**config.mk**
```make
export PLATFORM = sky130hd
export DESIGN_NAME = aes_sched
export DESIGN_NICKNAME = d
export VERILOG_FILES = /design/src/rtl/aes_sched.sv
export SDC_FILE = /design/constraint.sdc
export NUM_CORES = 1
export LEC_CHECK = 0
export ABC_AREA = 1
export CELL_PAD_IN_SITES_DETAIL_PLACEMENT = 1
export CELL_PAD_IN_SITES_GLOBAL_PLACEMENT = 1
export CORE_AREA = 2 2 408 410
export CTS_CLUSTER_SIZE = 30
export DETAILED_ROUTE_END_ITERATION = 10
export DIE_AREA = 0 0 410 412
export PLACE_DENSITY = 0.53
export SYNTH_ARGS = -nofsm -noshare
export SYNTH_HDL_FRONTEND = slang
export SYNTH_SLANG_ARGS = --single-unit
```
**constraint.sdc**
```tcl
create_clock -name CLK -period 18.2 [get_ports CLK]
set_input_delay 3.64 -clock CLK [delete_from_list [all_inputs] [get_ports CLK]]
set_output_delay 3.64 -clock CLK [all_outputs]
set_load 0.1 [all_outputs]
```
**src/rtl/aes_sched.sv**
```systemverilog
// aes_sched: two-requester scheduler feeding a 64-bit half-beat AES core and collecting its result.
// Define AES_SCHED_RR_EN for round-robin arbitration; otherwise requester 0 has fixed priority.
module aes_sched #(
    parameter int CAP_DLY = 12  // must be >= 3 so at least one WAIT cycle exists
) (
    input  logic         CLK,
    input  logic         reset,
    input  logic [1:0]   req_valid,
    output logic [1:0]   req_ready,
    input  logic [1:0]   req_mode,
    input  logic [255:0] req_data,
    input  logic [255:0] req_key,
    output logic         rsp_valid,
    input  logic         rsp_ready,
    output logic         rsp_id,
    output logic [127:0] rsp_text,
    output logic [127:0] rsp_key,
    output logic         core_start,
    output logic         core_select,
    output logic [63:0]  core_data,
    output logic [63:0]  core_key,
    input  logic [63:0]  core_text,
    input  logic [63:0]  core_key10,
    output logic         busy
);
    localparam int            CW       = $clog2(CAP_DLY + 1);
    localparam logic [CW-1:0] WAIT_LEN = CW'(CAP_DLY - 3);

    typedef enum logic [2:0] {IDLE, LOAD_HI, LOAD_LO, WAIT, CAP_HI, CAP_LO, RESP} state_t;

    state_t        state;
    logic [CW-1:0] cnt;
    logic [63:0]   data_lo;
    logic [63:0]   key_lo;
    logic          gnt_id;

`ifdef AES_SCHED_RR_EN
    logic ptr;

    assign gnt_id = req_valid[ptr] ? ptr : ~ptr;

    always_ff @(posedge CLK or posedge reset) begin
        if (reset)           ptr <= 1'b0;
        else if (|req_ready) ptr <= ~gnt_id;
    end
`else
    assign gnt_id = req_valid[0] ? 1'b0 : 1'b1;
`endif

    // Grant is combinational so a request can be taken on the first edge in IDLE.
    assign req_ready = (state == IDLE && !reset && |req_valid) ? (2'b01 << gnt_id) : 2'b00;

    always_ff @(posedge CLK or posedge reset) begin
        if (reset) begin
            state       <= IDLE;
            cnt         <= '0;
            data_lo     <= '0;
            key_lo      <= '0;
            rsp_valid   <= 1'b0;
            rsp_id      <= 1'b0;
            rsp_text    <= '0;
            rsp_key     <= '0;
            core_start  <= 1'b0;
            core_select <= 1'b0;
            core_data   <= '0;
            core_key    <= '0;
            busy        <= 1'b0;
        end else begin
            case (state)
                IDLE: if (|req_ready) begin
                    state       <= LOAD_HI;
                    busy        <= 1'b1;
                    rsp_id      <= gnt_id;
                    core_start  <= 1'b1;
                    core_select <= req_mode[gnt_id];
                    core_data   <= req_data[{gnt_id, 7'd64} +: 64];
                    core_key    <= req_key[{gnt_id, 7'd64} +: 64];
                    data_lo     <= req_data[{gnt_id, 7'd0} +: 64];
                    key_lo      <= req_key[{gnt_id, 7'd0} +: 64];
                end
                LOAD_HI: begin
                    state      <= LOAD_LO;
                    core_start <= 1'b0;
                    core_data  <= data_lo;
                    core_key   <= key_lo;
                    cnt        <= WAIT_LEN;
                end
                LOAD_LO: begin
                    state     <= WAIT;
                    core_data <= '0;
                    core_key  <= '0;
                end
                WAIT: begin
                    if (cnt == '0) state <= CAP_HI;
                    else           cnt   <= cnt - CW'(1);
                end
                CAP_HI: begin
                    state            <= CAP_LO;
                    rsp_text[127:64] <= core_text;
                    rsp_key[127:64]  <= core_key10;
                end
                CAP_LO: begin
                    state          <= RESP;
                    rsp_text[63:0] <= core_text;
                    rsp_key[63:0]  <= core_key10;
                    core_select    <= 1'b0;
                    rsp_valid      <= 1'b1;
                end
                RESP: if (rsp_ready) begin
                    state     <= IDLE;
                    rsp_valid <= 1'b0;
                    busy      <= 1'b0;
                end
                default: state <= IDLE;
            endcase
        end
    end
endmodule
```
# Word-level counts from Yosys, hierarchy flattened

Index checks and enable logic that the tools add are counted.

Flip-flop bits (word level): 524
Input port bits: 647
Output and inout port bits: 391
Logic and storage cells: 74

Add/sub/neg operators: 1
Magnitude comparators: 1
Eq/ne operators: 10
Shift operators: 5
Multiplexer cells: 21
Reductions and logical operators: 21

Operators by type and width:

| operator              | count |
|---|---|
| $shiftx A256 B9 Y64   | 4 |
| $pmux W64 S3          | 2 |
| $mux W64              | 2 |
| $pmux W3 S7           | 1 |
| $reduce_and A2 Y1     | 6 |
| $reduce_bool A2 Y1    | 5 |
| $eq A3 B3 Y1 const B  | 3 |
| $mux W3               | 3 |
| $pmux W1 S2           | 4 |
| $pmux W4 S2           | 1 |
| $eq A3 B2 Y1 const B  | 2 |
| $mux W1               | 6 |
| $ne A2 B2 Y1 const B  | 3 |
| $reduce_and A3 Y1     | 2 |
| $logic_not A4 Y1      | 1 |
| $mux W4               | 1 |
| $reduce_or A2 Y1      | 2 |
| $sub A4 B1 Y4 const B | 1 |
| $eq A3 B1 Y1 const B  | 1 |
| $logic_not A3 Y1      | 1 |
| $reduce_bool A3 Y1    | 1 |
| $logic_and A1 B1 Y1   | 2 |
| $lt A1 B2 Y1 const B  | 1 |
| $mux W2               | 1 |
| other kinds (3)       | 3 |

# Longest topological paths before layout

Depth after elaboration: 7
Mapped depth: 10
Depth with buffers taken out: 8

# Worst setup path before layout

OpenSTA, ideal clock, no wires.

Kind: input to output
Start: in reset
End: out req_ready[1]
Data arrival time: 16.746 ns
Required time: 14.560 ns
Setup slack: -2.186 ns
Stages on the path: 6
Buffers on the path: 1
Cells stage by stage: inv_1 > o21ai_4 > nor2_4 > inv_2 > clkbuf_1 > nor2_1

Word-level cells in the longest chain between the ends: 4

RTL lines:

| item                             | RTL line | RTL |
|---|---|---|
| from (decl)                      | 7        | `input logic reset,` |
| $logic_not A1 Y1 (no line)       | -        |  |
| $logic_and A1 B1 Y1 (2 in a row) | 51       | `assign req_ready = (state == IDLE && !reset && \|req_valid) ? (2'b01 << gnt_id) : 2'b00;` |
| $mux W2                          | 51       |  |
| to (decl)                        | 9        | `output logic [1:0] req_ready,` |

Every way passes these cells.

# Final worst setup path

Start: in reset
End: out req_ready[0]

Same word-level chain as after synthesis.

==> results.cfg <==
[clock_network]
clk_latency_ns = 0.67
cts_resized = 0
cts_hold_buf = 0
htreeDepth = 3
cts_sinks = 524
cts_made_buffers = 72
clk_pin_slew_ns = 0.06
root_buffer = clkbuf_16
clk_path_buf_depth = 3
cts_tree = built
post-cts-setup-buffers = 0

[yosys]
yosysMostFrequentCell = nand2_1
syn_nets = 4017
yosys.area.top_type_share_pct = 53.69
netlist_instances = 3368
syn_area_um2 = 24420
async_reset_ff_share_pct = 100.0
ys_ff_latch = 524
synth_area_leaders = dfrtp_1 (54%), nand2_1 (34%), o21ai_0 (5.3%), inv_1 (2.1%), buf_2 (2.0%)
synth_cell_type_count = 20
synth_commonest_cells = nand2_1 (2202), dfrtp_1 (524), o21ai_0 (261), inv_1 (138), buf_2 (99)
avgSynthCellArea_um2 = 7.251
synthFlopType = dfrtp_1
ys.warnings.count = 0
synth_edf_count = 0
synth_seq_area_share_pct = 53.69
yosysTopAreaCell = dfrtp_1

[route]
viasPerCell = 3.751
ant_nets = 0
num_vias = 24606
routed_wl_um = 129800
first_pass_iters = 5
drt-initial-drc-count = 1207
post-route-drc-count = 0
post_drt_wl_per_cell_um = 19.78

[global_route]
grt_pass1_wl_um = 184200
track_usage_pct = 14.90
grt_pass1_vias = 25986
grt_overflow = 0
antenna_found_initial = 18
grt_max_degree = 159

[critical_path]
rr_worst_depth = 4
path_class = input port to output pin
slowest_delay_ns = 1.01
worstSetupStartpointType = input port
critical_path_arrival_ns = 6.62
worst-path-buf-inv = 4
required_ns = 14.56
path_common_cell = clkdlybuf4s50_1
cp_max_fo = 79
cpMaxStageDelayCell = clkdlybuf4s50_1
endpoint_kind = output pin
cp_top_family = buffers and inverters
cp.depth = 7
path_cells = clkdlybuf4s50_1 > clkinvlp_4 > o21ai_4 > nor2_4 > inv_6 > nor2_1 > clkdlybuf4s50_1

[sta]
worst_hold_slack_ns = 0.4684
setup-tns-final_ns = 0
layout_worst_path_cycle_share_pct = 56.35
rsz0062_at_grt = no
maxSlewViolCount = 0
fmax_mhz = 97.51
tightest_slew_ns = 1.195
hold_viol = 0
min_period_ns = 10.26
maxSlewHeadroom_pct = 20.31
setup_viol = 0
skew_ns = 0.03498

[die]
die_w_um = 410
core_area_um2 = 164200
std_cell_rows = 149
die_area_um2 = 168900
io_pins = 1038
die_h_um = 412
start_util_pct = 14.87

[final_layout]
syn_to_final_growth_pct = 60.92
drive_gt1_share_pct = 3.647
final_nets = 4957
finalInstanceArea_um2 = 39300
utilization_pct = 23.93
nFillCells = 19781

[flow_run]
maxCapViolCount = 0

[power_and_ir_drop]
power_density_nw_per_um2 = 229.2
ir_drop_v = 0.0001334
p_total_w = 0.009005
p_leak_nw = 19.41

[placement]
hpwl_um = 96720
gp_congestion = 0.8267
placed_area_um2 = 36860
portBuffers = 1037

[hold_path]
min_delay_path_depth = 2
hp-class = flop to flop

[status]
status = complete, no violations
## worst register-to-register path: stages (launching register included)
cell and delay [ns]:
dfrtp_1 0.53, nand3_4 0.62, buf_4 0.98, buf_4 0.86, o21ai_0 0.29
## cell type report
class	count	area (µm²)	area share, %
antenna	11	27.53	0.07005
clock buffer	104	2112	5.374
clock inverter	22	301.5	0.7673
inverter	144	561.8	1.430
multi-input combinational	2502	9838	25.04
sequential	524	13110	33.37
tap	2189	2739	6.970
timing repair buffer	1064	10610	26.99
## flip-flops by register name, summed over array words and instances, names as in the netlist, 3 cells and up
name	flops
cnt	4
core_data	64
core_key	64
data_lo	64
key_lo	64
rsp_key	128
rsp_text	128
state	3
## per-layer routing
layer	part of all wire (%)	routed length (µm)	global-route usage, %
met1	42	55030	18.08
met2	49	63370	25.51
met3	5.5	7172	3.605
met4	3.2	4176	5.369
met5	0.025	33	0
## cells by family after synthesis
kind of cell | synth area share, %
buf+inv | 6.210
fa+ha+maj | 0.1025
flops | 53.69
xor+xnor | 0.03587
simple gates | 34.48
compound gates | 5.477
## through the flow
stage,worst slack (ns),cells
after floorplan,2.007,3368
after global placement,7.815,6423
after detailed placement,7.850,6423
after CTS,7.846,6549
after global routing,7.766,6558
final,7.945,6560
## final timing paths
check	from	end	slack, ns
max in group asynchronous	reset	core_data[54]	11.46
min in group asynchronous	reset	rsp_text[102]	3.88
worst min-delay path	data_lo[41]	data_lo[41]	0.47
worst max-delay path	reset	req_ready[0]	7.94
worst max register to register	state[2]	rsp_key[34]	14.77
worst min register to register	data_lo[41]	data_lo[41]	0.47
## report_power, final
part	internal [W]	switching, W	total, W
Sequential	0.00172	0.000311	0.00203
Combinational	0.00117	0.00436	0.00553
Clock	0.000846	0.000605	0.00145
Total	0.00373	0.00528	0.00901
## cells in the final DEF (no fill, tap or decap), types with 2 or more instances in the layout
cell type and count:
clkbuf_8 19, inv_2 3, o21ai_0 261, nand2_1 2201, a21oi_1 3, inv_6 3, bufinv_16 2, inv_16 3
buf_12 2, nand3_1 8, ha_1 2, inv_1 137, nor2_1 17, clkdlybuf4s50_1 1033, clkbuf_1 13, dfrtp_1 524
clkinvlp_4 2, buf_4 28, diode_2 11, clkbuf_16 72, nand3_4 2, nor2_4 2, clkinv_2 10, clkinv_16 3
Note: power is estimated with default switching activity, not from simulation.
